## config.mk

```make
export PLATFORM = sky130hd
export DESIGN_NAME = stack_seq
export DESIGN_NICKNAME = d
export VERILOG_FILES = /design/src/rtl/tinycpu_stack_pkg.sv /design/src/rtl/stack_alu.sv /design/src/rtl/stack_seq.sv
export SDC_FILE = /design/constraint.sdc
export NUM_CORES = 1
export LEC_CHECK = 0
export BUFFER_PORTS_ARGS = -buffer_cell sky130_fd_sc_hd__buf_2
export CAP_MARGIN = 10
export CORE_MARGIN = 5
export CORE_UTILIZATION = 58
export CTS_BUF_LIST = sky130_fd_sc_hd__clkbuf_4 sky130_fd_sc_hd__clkbuf_8
export DETAILED_ROUTE_END_ITERATION = 8
export GPL_TIMING_DRIVEN = 0
export PLACE_DENSITY_LB_ADDON = 0.08
export SLEW_MARGIN = 20
export SYNTH_ARGS = -nofsm -noshare
export SYNTH_HDL_FRONTEND = slang
export SYNTH_SLANG_ARGS = --single-unit
export TNS_END_PERCENT = 30
```

## constraint.sdc

```tcl
create_clock -name clk -period 6.14 [get_ports clk]
set_clock_uncertainty 0.2 [all_clocks]
set_input_delay 0.307 -clock clk [delete_from_list [all_inputs] [get_ports clk]]
set_output_delay 0.307 -clock clk [all_outputs]
set_load 0.05 [all_outputs]
```

## src/rtl/tinycpu_stack_pkg.sv

```systemverilog
// Shared definitions for the tinycpu hardware stack: opcodes, sequencer states, sizes,
// and per-opcode depth requirements.
package tinycpu_stack_pkg;

  localparam int unsigned STACK_DEPTH = 8;
  localparam int unsigned STACK_W     = 16;

  localparam logic [3:0] OP_NOP   = 4'h0;
  localparam logic [3:0] OP_PUSHI = 4'h1;
  localparam logic [3:0] OP_DROP  = 4'h2;
  localparam logic [3:0] OP_DUP   = 4'h3;
  localparam logic [3:0] OP_OVER  = 4'h4;
  localparam logic [3:0] OP_SWAP  = 4'h5;
  localparam logic [3:0] OP_ADD   = 4'h6;
  localparam logic [3:0] OP_SUB   = 4'h7;
  localparam logic [3:0] OP_AND   = 4'h8;
  localparam logic [3:0] OP_OR    = 4'h9;
  localparam logic [3:0] OP_XOR   = 4'hA;
  localparam logic [3:0] OP_OUT   = 4'hB;

  typedef enum logic [1:0] {
    StIdle    = 2'd0,
    StSwap2   = 2'd1,
    StOutWait = 2'd2
  } seq_state_e;

  // Minimum number of valid entries an opcode needs before it may execute.
  function automatic logic [1:0] op_need(input logic [3:0] op);
    logic [1:0] need;
    case (op)
      OP_DROP, OP_DUP, OP_OUT:                           need = 2'd1;
      OP_OVER, OP_SWAP, OP_ADD, OP_SUB, OP_AND, OP_OR,
      OP_XOR:                                            need = 2'd2;
      default:                                           need = 2'd0;
    endcase
    return need;
  endfunction

  function automatic logic op_grows(input logic [3:0] op);
    return (op == OP_PUSHI) || (op == OP_DUP) || (op == OP_OVER);
  endfunction

  function automatic logic op_is_binary(input logic [3:0] op);
    return (op >= OP_ADD) && (op <= OP_XOR);
  endfunction

  function automatic logic op_illegal(input logic [3:0] op);
    return op > OP_OUT;
  endfunction

endpackage

```

## src/rtl/stack_alu.sv

```systemverilog
// Combinational two-operand ALU for the stack binary ops: y = N op T, modulo 2^W.
module stack_alu
  import tinycpu_stack_pkg::*;
#(
  parameter int unsigned W = STACK_W
) (
  input  logic [3:0]   op,
  input  logic [W-1:0] n,
  input  logic [W-1:0] t,
  output logic [W-1:0] y
);

  always_comb begin
    y = '0;
    case (op)
      OP_ADD:  y = n + t;
      OP_SUB:  y = n - t;
      OP_AND:  y = n & t;
      OP_OR:   y = n | t;
      OP_XOR:  y = n ^ t;
      default: y = '0;
    endcase
  end

endmodule

```

## src/rtl/stack_seq.sv

```systemverilog
// Stack micro-op sequencer: accepts ops over valid/ready, drives the stack port
// combinationally, tracks occupancy and raises sticky overflow/underflow/illegal flags.
module stack_seq
  import tinycpu_stack_pkg::*;
#(
  parameter int unsigned DEPTH = STACK_DEPTH,
  parameter int unsigned W     = STACK_W,
  localparam int unsigned DW   = $clog2(DEPTH + 1)
) (
  input  logic          clk,
  input  logic          reset,
  input  logic          op_valid,
  output logic          op_ready,
  input  logic [3:0]    op,
  input  logic [W-1:0]  imm,
  output logic          stk_load,
  output logic          stk_push,
  output logic          stk_pop,
  output logic [W-1:0]  stk_d,
  input  logic [W-1:0]  stk_qtop,
  input  logic [W-1:0]  stk_qnext,
  output logic          res_valid,
  input  logic          res_ready,
  output logic [W-1:0]  res_data,
  output logic [DW-1:0] depth,
  output logic          err_ovf,
  output logic          err_unf,
  output logic          err_ill,
  input  logic          clr_err
);

  seq_state_e    state_q;
  logic [DW-1:0] depth_q;
  logic [W-1:0]  temp_q;
  logic          ovf_q, unf_q, ill_q;

  logic          accept;
  logic          bad_ill, bad_unf, bad_ovf;
  logic          op_ok;
  logic [W-1:0]  alu_y;

  stack_alu #(
    .W (W)
  ) u_alu (
    .op (op),
    .n  (stk_qnext),
    .t  (stk_qtop),
    .y  (alu_y)
  );

  assign op_ready = (state_q == StIdle);
  assign accept   = op_valid && op_ready;

  // Illegal opcodes report only err_ill; depth checks apply to legal opcodes.
  assign bad_ill = op_illegal(op);
  assign bad_unf = !bad_ill && (depth_q < DW'(op_need(op)));
  assign bad_ovf = !bad_ill && op_grows(op) && (depth_q == DW'(DEPTH));
  assign op_ok   = accept && !bad_ill && !bad_unf && !bad_ovf;

  always_ff @(posedge clk or negedge reset) begin
    if (!reset) begin
      state_q <= StIdle;
      depth_q <= '0;
      temp_q  <= '0;
      ovf_q   <= 1'b0;
      unf_q   <= 1'b0;
      ill_q   <= 1'b0;
    end else begin
      // A new error in the same cycle as clr_err leaves the flag set.
      ovf_q <= (ovf_q && !clr_err) || (accept && bad_ovf);
      unf_q <= (unf_q && !clr_err) || (accept && bad_unf);
      ill_q <= (ill_q && !clr_err) || (accept && bad_ill);

      unique case (state_q)
        StIdle: begin
          if (op_ok) begin
            if (op_grows(op)) begin
              depth_q <= depth_q + 1'b1;
            end else if ((op == OP_DROP) || op_is_binary(op)) begin
              depth_q <= depth_q - 1'b1;
            end
            if (op == OP_SWAP) begin
              temp_q  <= stk_qnext;
              state_q <= StSwap2;
            end else if (op == OP_OUT) begin
              state_q <= StOutWait;
            end
          end
        end
        StSwap2: begin
          state_q <= StIdle;
        end
        StOutWait: begin
          if (res_ready) begin
            depth_q <= depth_q - 1'b1;
            state_q <= StIdle;
          end
        end
        default: begin
          state_q <= StIdle;
        end
      endcase
    end
  end

  // Stack commands are combinational so the stack updates on the accepting edge.
  always_comb begin
    stk_load = 1'b0;
    stk_push = 1'b0;
    stk_pop  = 1'b0;
    stk_d    = '0;
    unique case (state_q)
      StIdle: begin
        if (op_ok) begin
          case (op)
            OP_PUSHI: begin
              stk_load = 1'b1;
              stk_push = 1'b1;
              stk_d    = imm;
            end
            OP_DUP: begin
              stk_load = 1'b1;
              stk_push = 1'b1;
              stk_d    = stk_qtop;
            end
            OP_OVER: begin
              stk_load = 1'b1;
              stk_push = 1'b1;
              stk_d    = stk_qnext;
            end
            OP_DROP: begin
              stk_pop = 1'b1;
            end
            OP_SWAP: begin
              stk_load = 1'b1;
              stk_pop  = 1'b1;
              stk_d    = stk_qtop;
            end
            OP_ADD, OP_SUB, OP_AND, OP_OR, OP_XOR: begin
              stk_load = 1'b1;
              stk_pop  = 1'b1;
              stk_d    = alu_y;
            end
            default: begin
            end
          endcase
        end
      end
      StSwap2: begin
        stk_load = 1'b1;
        stk_push = 1'b1;
        stk_d    = temp_q;
      end
      StOutWait: begin
        stk_pop = res_ready;
      end
      default: begin
      end
    endcase
  end

  assign res_valid = (state_q == StOutWait);
  assign res_data  = res_valid ? stk_qtop : '0;
  assign depth     = depth_q;
  assign err_ovf   = ovf_q;
  assign err_unf   = unf_q;
  assign err_ill   = ill_q;

endmodule

```

==> results.md <==
* Final period utilization at 74.0%
* Critical Path AT at between 4 and 5 ns
* Clock transition at path regs at 0.11 ns
* Maxcap violations at 0
* Crit Path Max Fanout at 10
* Tightest Pin Transition at 1.14 ns
* Layout net count at 680
* Yosys reg bits at 25
* Syn_area_per_cell at 8.05 µm²
* Sequential power share at 29.2%
* Post-cts repair resize count at 0
* Die X at 90.2 µm
* Worst Hold End: err_ill
* Reg2reg end: temp_q[10]
* Cts hold-fix bufs at 1
* Final Non-Filler Cells at 646
* Post-route antenna net violation count at 0
* Post-synth EDFFs at 0
* Fmax at around 0.22 GHz
* Worst R2R Path Depth at 9
* Global-route wire length before repair at 20600 µm
* Final Hold Viols at 0
* Minimum clock period at 4.54 ns
* # diodes at 0
* Slew headroom at 23.7%
* Pleak at 0.00223 µW
* Synthesized instance count at 464
* Reg-to-reg slack, setup at 3.48 ns
* Final setup fails at 0
* RSZ-0062 raised after global routing: no
* Startpoint Class: primary input
* Sequential-to-total area share from yosys stat at 16.8%
* CP required at 5.63 ns
* Synth Flop Type: dfrtp_1
* Peak VDD IR at 0.000284 V
* Switching power at 439 µW
* Num rows at 29
* Hold Crit Start: clr_err
* Number of global-route vias before repair at roughly 4200
* Most frequent cells in the layout: 104 x buf_2, 52 x ha_1, 45 x inv_1, 42 x nand2_1, 34 x a21oi_1
* CTS sink cnt at 25
* H-tree levels at 1
* Internal power at 463 µW
* Fillers at 521
* All-Layer GR Usage at a little under a third
* Root Buffer Master: clkbuf_8
* Commonest non-fill, non-tap cell in the layout: buf_2
* Die height at 90.2 µm
* I/O pin count at 101
* FFs w/ async S/R, synth at 100%
* Detailed placer's ending HPWL at 9520 µm
* Ys Warns at 0
* Hold path depth at 2
* PD cells at 205 nW/µm²
* Worst min-delay path class: in2reg
* WL per Instance at 19.1 µm
* IO buf count at 100
* Setup TNS at 0 ns
* Layout cells sized above 1 at 23.6%
* Final wirelength at about 12000 µm
* CTS Buffer Depth at 2
* R2R Path Start: depth[1]
* Largest net degree at the start of global routing at 26
* Worst hold slack at 0.0237 ns
* Max Slew Vio Count at 0
* # placed instances at 641
* Post-Syn Area at 3730 µm²
* Distinct cells, synth at 59
* Switching Share at 48.7%
* CP Class: in2out
* Core box area at 6310 µm²
* Routed vias at 4087
* Number of DRC markers in iteration 0 at 363
* CTS tree: yes
* Core Util, Final at 69.6%
* Global route overflow at 0
* CTS buffer count at 3
* Syn_nets at approximately 570
* # Post-CTS Setup Buffers at 0
* Endpoint class of the critical path: output pin
* DRC errors left at 0
* Comb power frac at 58.2%
* Area delta synth->final at 17.7%
* Pre-antenna DRT Iters at 8
* Clock power frac at 12.6%
* GPL Wtd Cong at 0.983
* Worst skew pair latency at between 0.2 and 0.3 ns
* Vias per cell at 6.33
* Starting Density at 59.2%
* Initial antenna violation count at 0
* Status: finished clean
* Die area at 8140 µm²
==> metal layers <==
layer	track usage, %	routed length [µm]	vias up	share of wire [%]
li1	-	-	1918	-
met1	38.9	4950	1911	40
met2	51.0	5860	217	47
met3	4.17	1100	41	8.9
met4	12.8	425	0	3.4
met5	0	0	-	0
==> critical path, stage by stage <==
cell      delay [ns]
buf_2           0.12
clkbuf_1        0.32
nand2_1         0.14
nor2_1          0.58
a21oi_1         0.13
xnor2_1         0.17
ha_1            0.36
a21o_1          0.23
a311oi_1        0.48
nor2_1          0.11
o41ai_1         0.48
xor2_1          0.13
o221ai_1        0.18
buf_2           0.30
==> synthesized netlist by cell type (9+ instances only) <==
library cell | instances | area, µm²
a222oi_1 | 15 | 150
o21ai_0 | 16 | 80.1
dfrtp_1 | 25 | 626
a21oi_1 | 34 | 170
mux2_4 | 9 | 135
clkbuf_1 | 12 | 45.0
inv_1 | 45 | 169
nor2_1 | 23 | 86.3
and2_1 | 17 | 106
xnor2_1 | 24 | 210
ha_1 | 52 | 651
nand2_1 | 42 | 158
==> power groups by stage <==
stage,clock network [µW],registers [µW],logic (µW)
2_1_floorplan,0,312,331
3_3_place_gp,0,263,506
3_5_place_dp,0,266,519
4_1_cts,115,263,522
5_1_grt,124,273,572
6_report,114,264,525
==> stage by stage <==
step	instance area [µm²]	power, µW	worst slack [ns]
floorplan	3730	643	1.86
global placement	4330	769	1.73
detailed placement	4340	784	1.71
CTS	4400	900	1.67
global route	4400	968	1.31
finish	4400	902	1.60
==> how the worst max path moves through the flow <==
stage / from / endpoint / cells past startpoint
floorplan: op[0] / stk_d[10] / 12
global placement: op[1] / stk_d[12] / 14
detailed placement: op[1] / stk_d[12] / 14
CTS: op[1] / stk_d[12] / 14
global route: op[1] / stk_d[12] / 14
finish: op[1] / stk_d[12] / 14
==> registers in the layout, indices dropped and copies added, names as in the netlist <==
| name | cells |
|---|---|
| err_ovf | 1 |
| depth | 4 |
| err_unf | 1 |
| err_ill | 1 |
| state_q | 2 |
| temp_q | 16 |
==> kinds of logic after synthesis <==
kind of cell	share of synthesized area, %
compound gates	27.0
xor+xnor	7.27
fa+ha+maj	18.0
buf+inv	6.57
flops	16.8
mux	6.26
simple gates	18.2
==> area by class of cell <==
type	instances	area, µm²	share of cell area [%]
Clock buffer	3	41.3	0.939
Clock inverter	1	7.51	0.171
Sequential cell	25	626	14.2
Timing Repair Buffer	101	510	11.6
Tap cell	77	96.3	2.19
Inverter	45	169	3.84
Multi-Input combinational cell	377	2870	65.3
Buffer	17	76.3	1.74
Power figures use the tool's default switching activity.
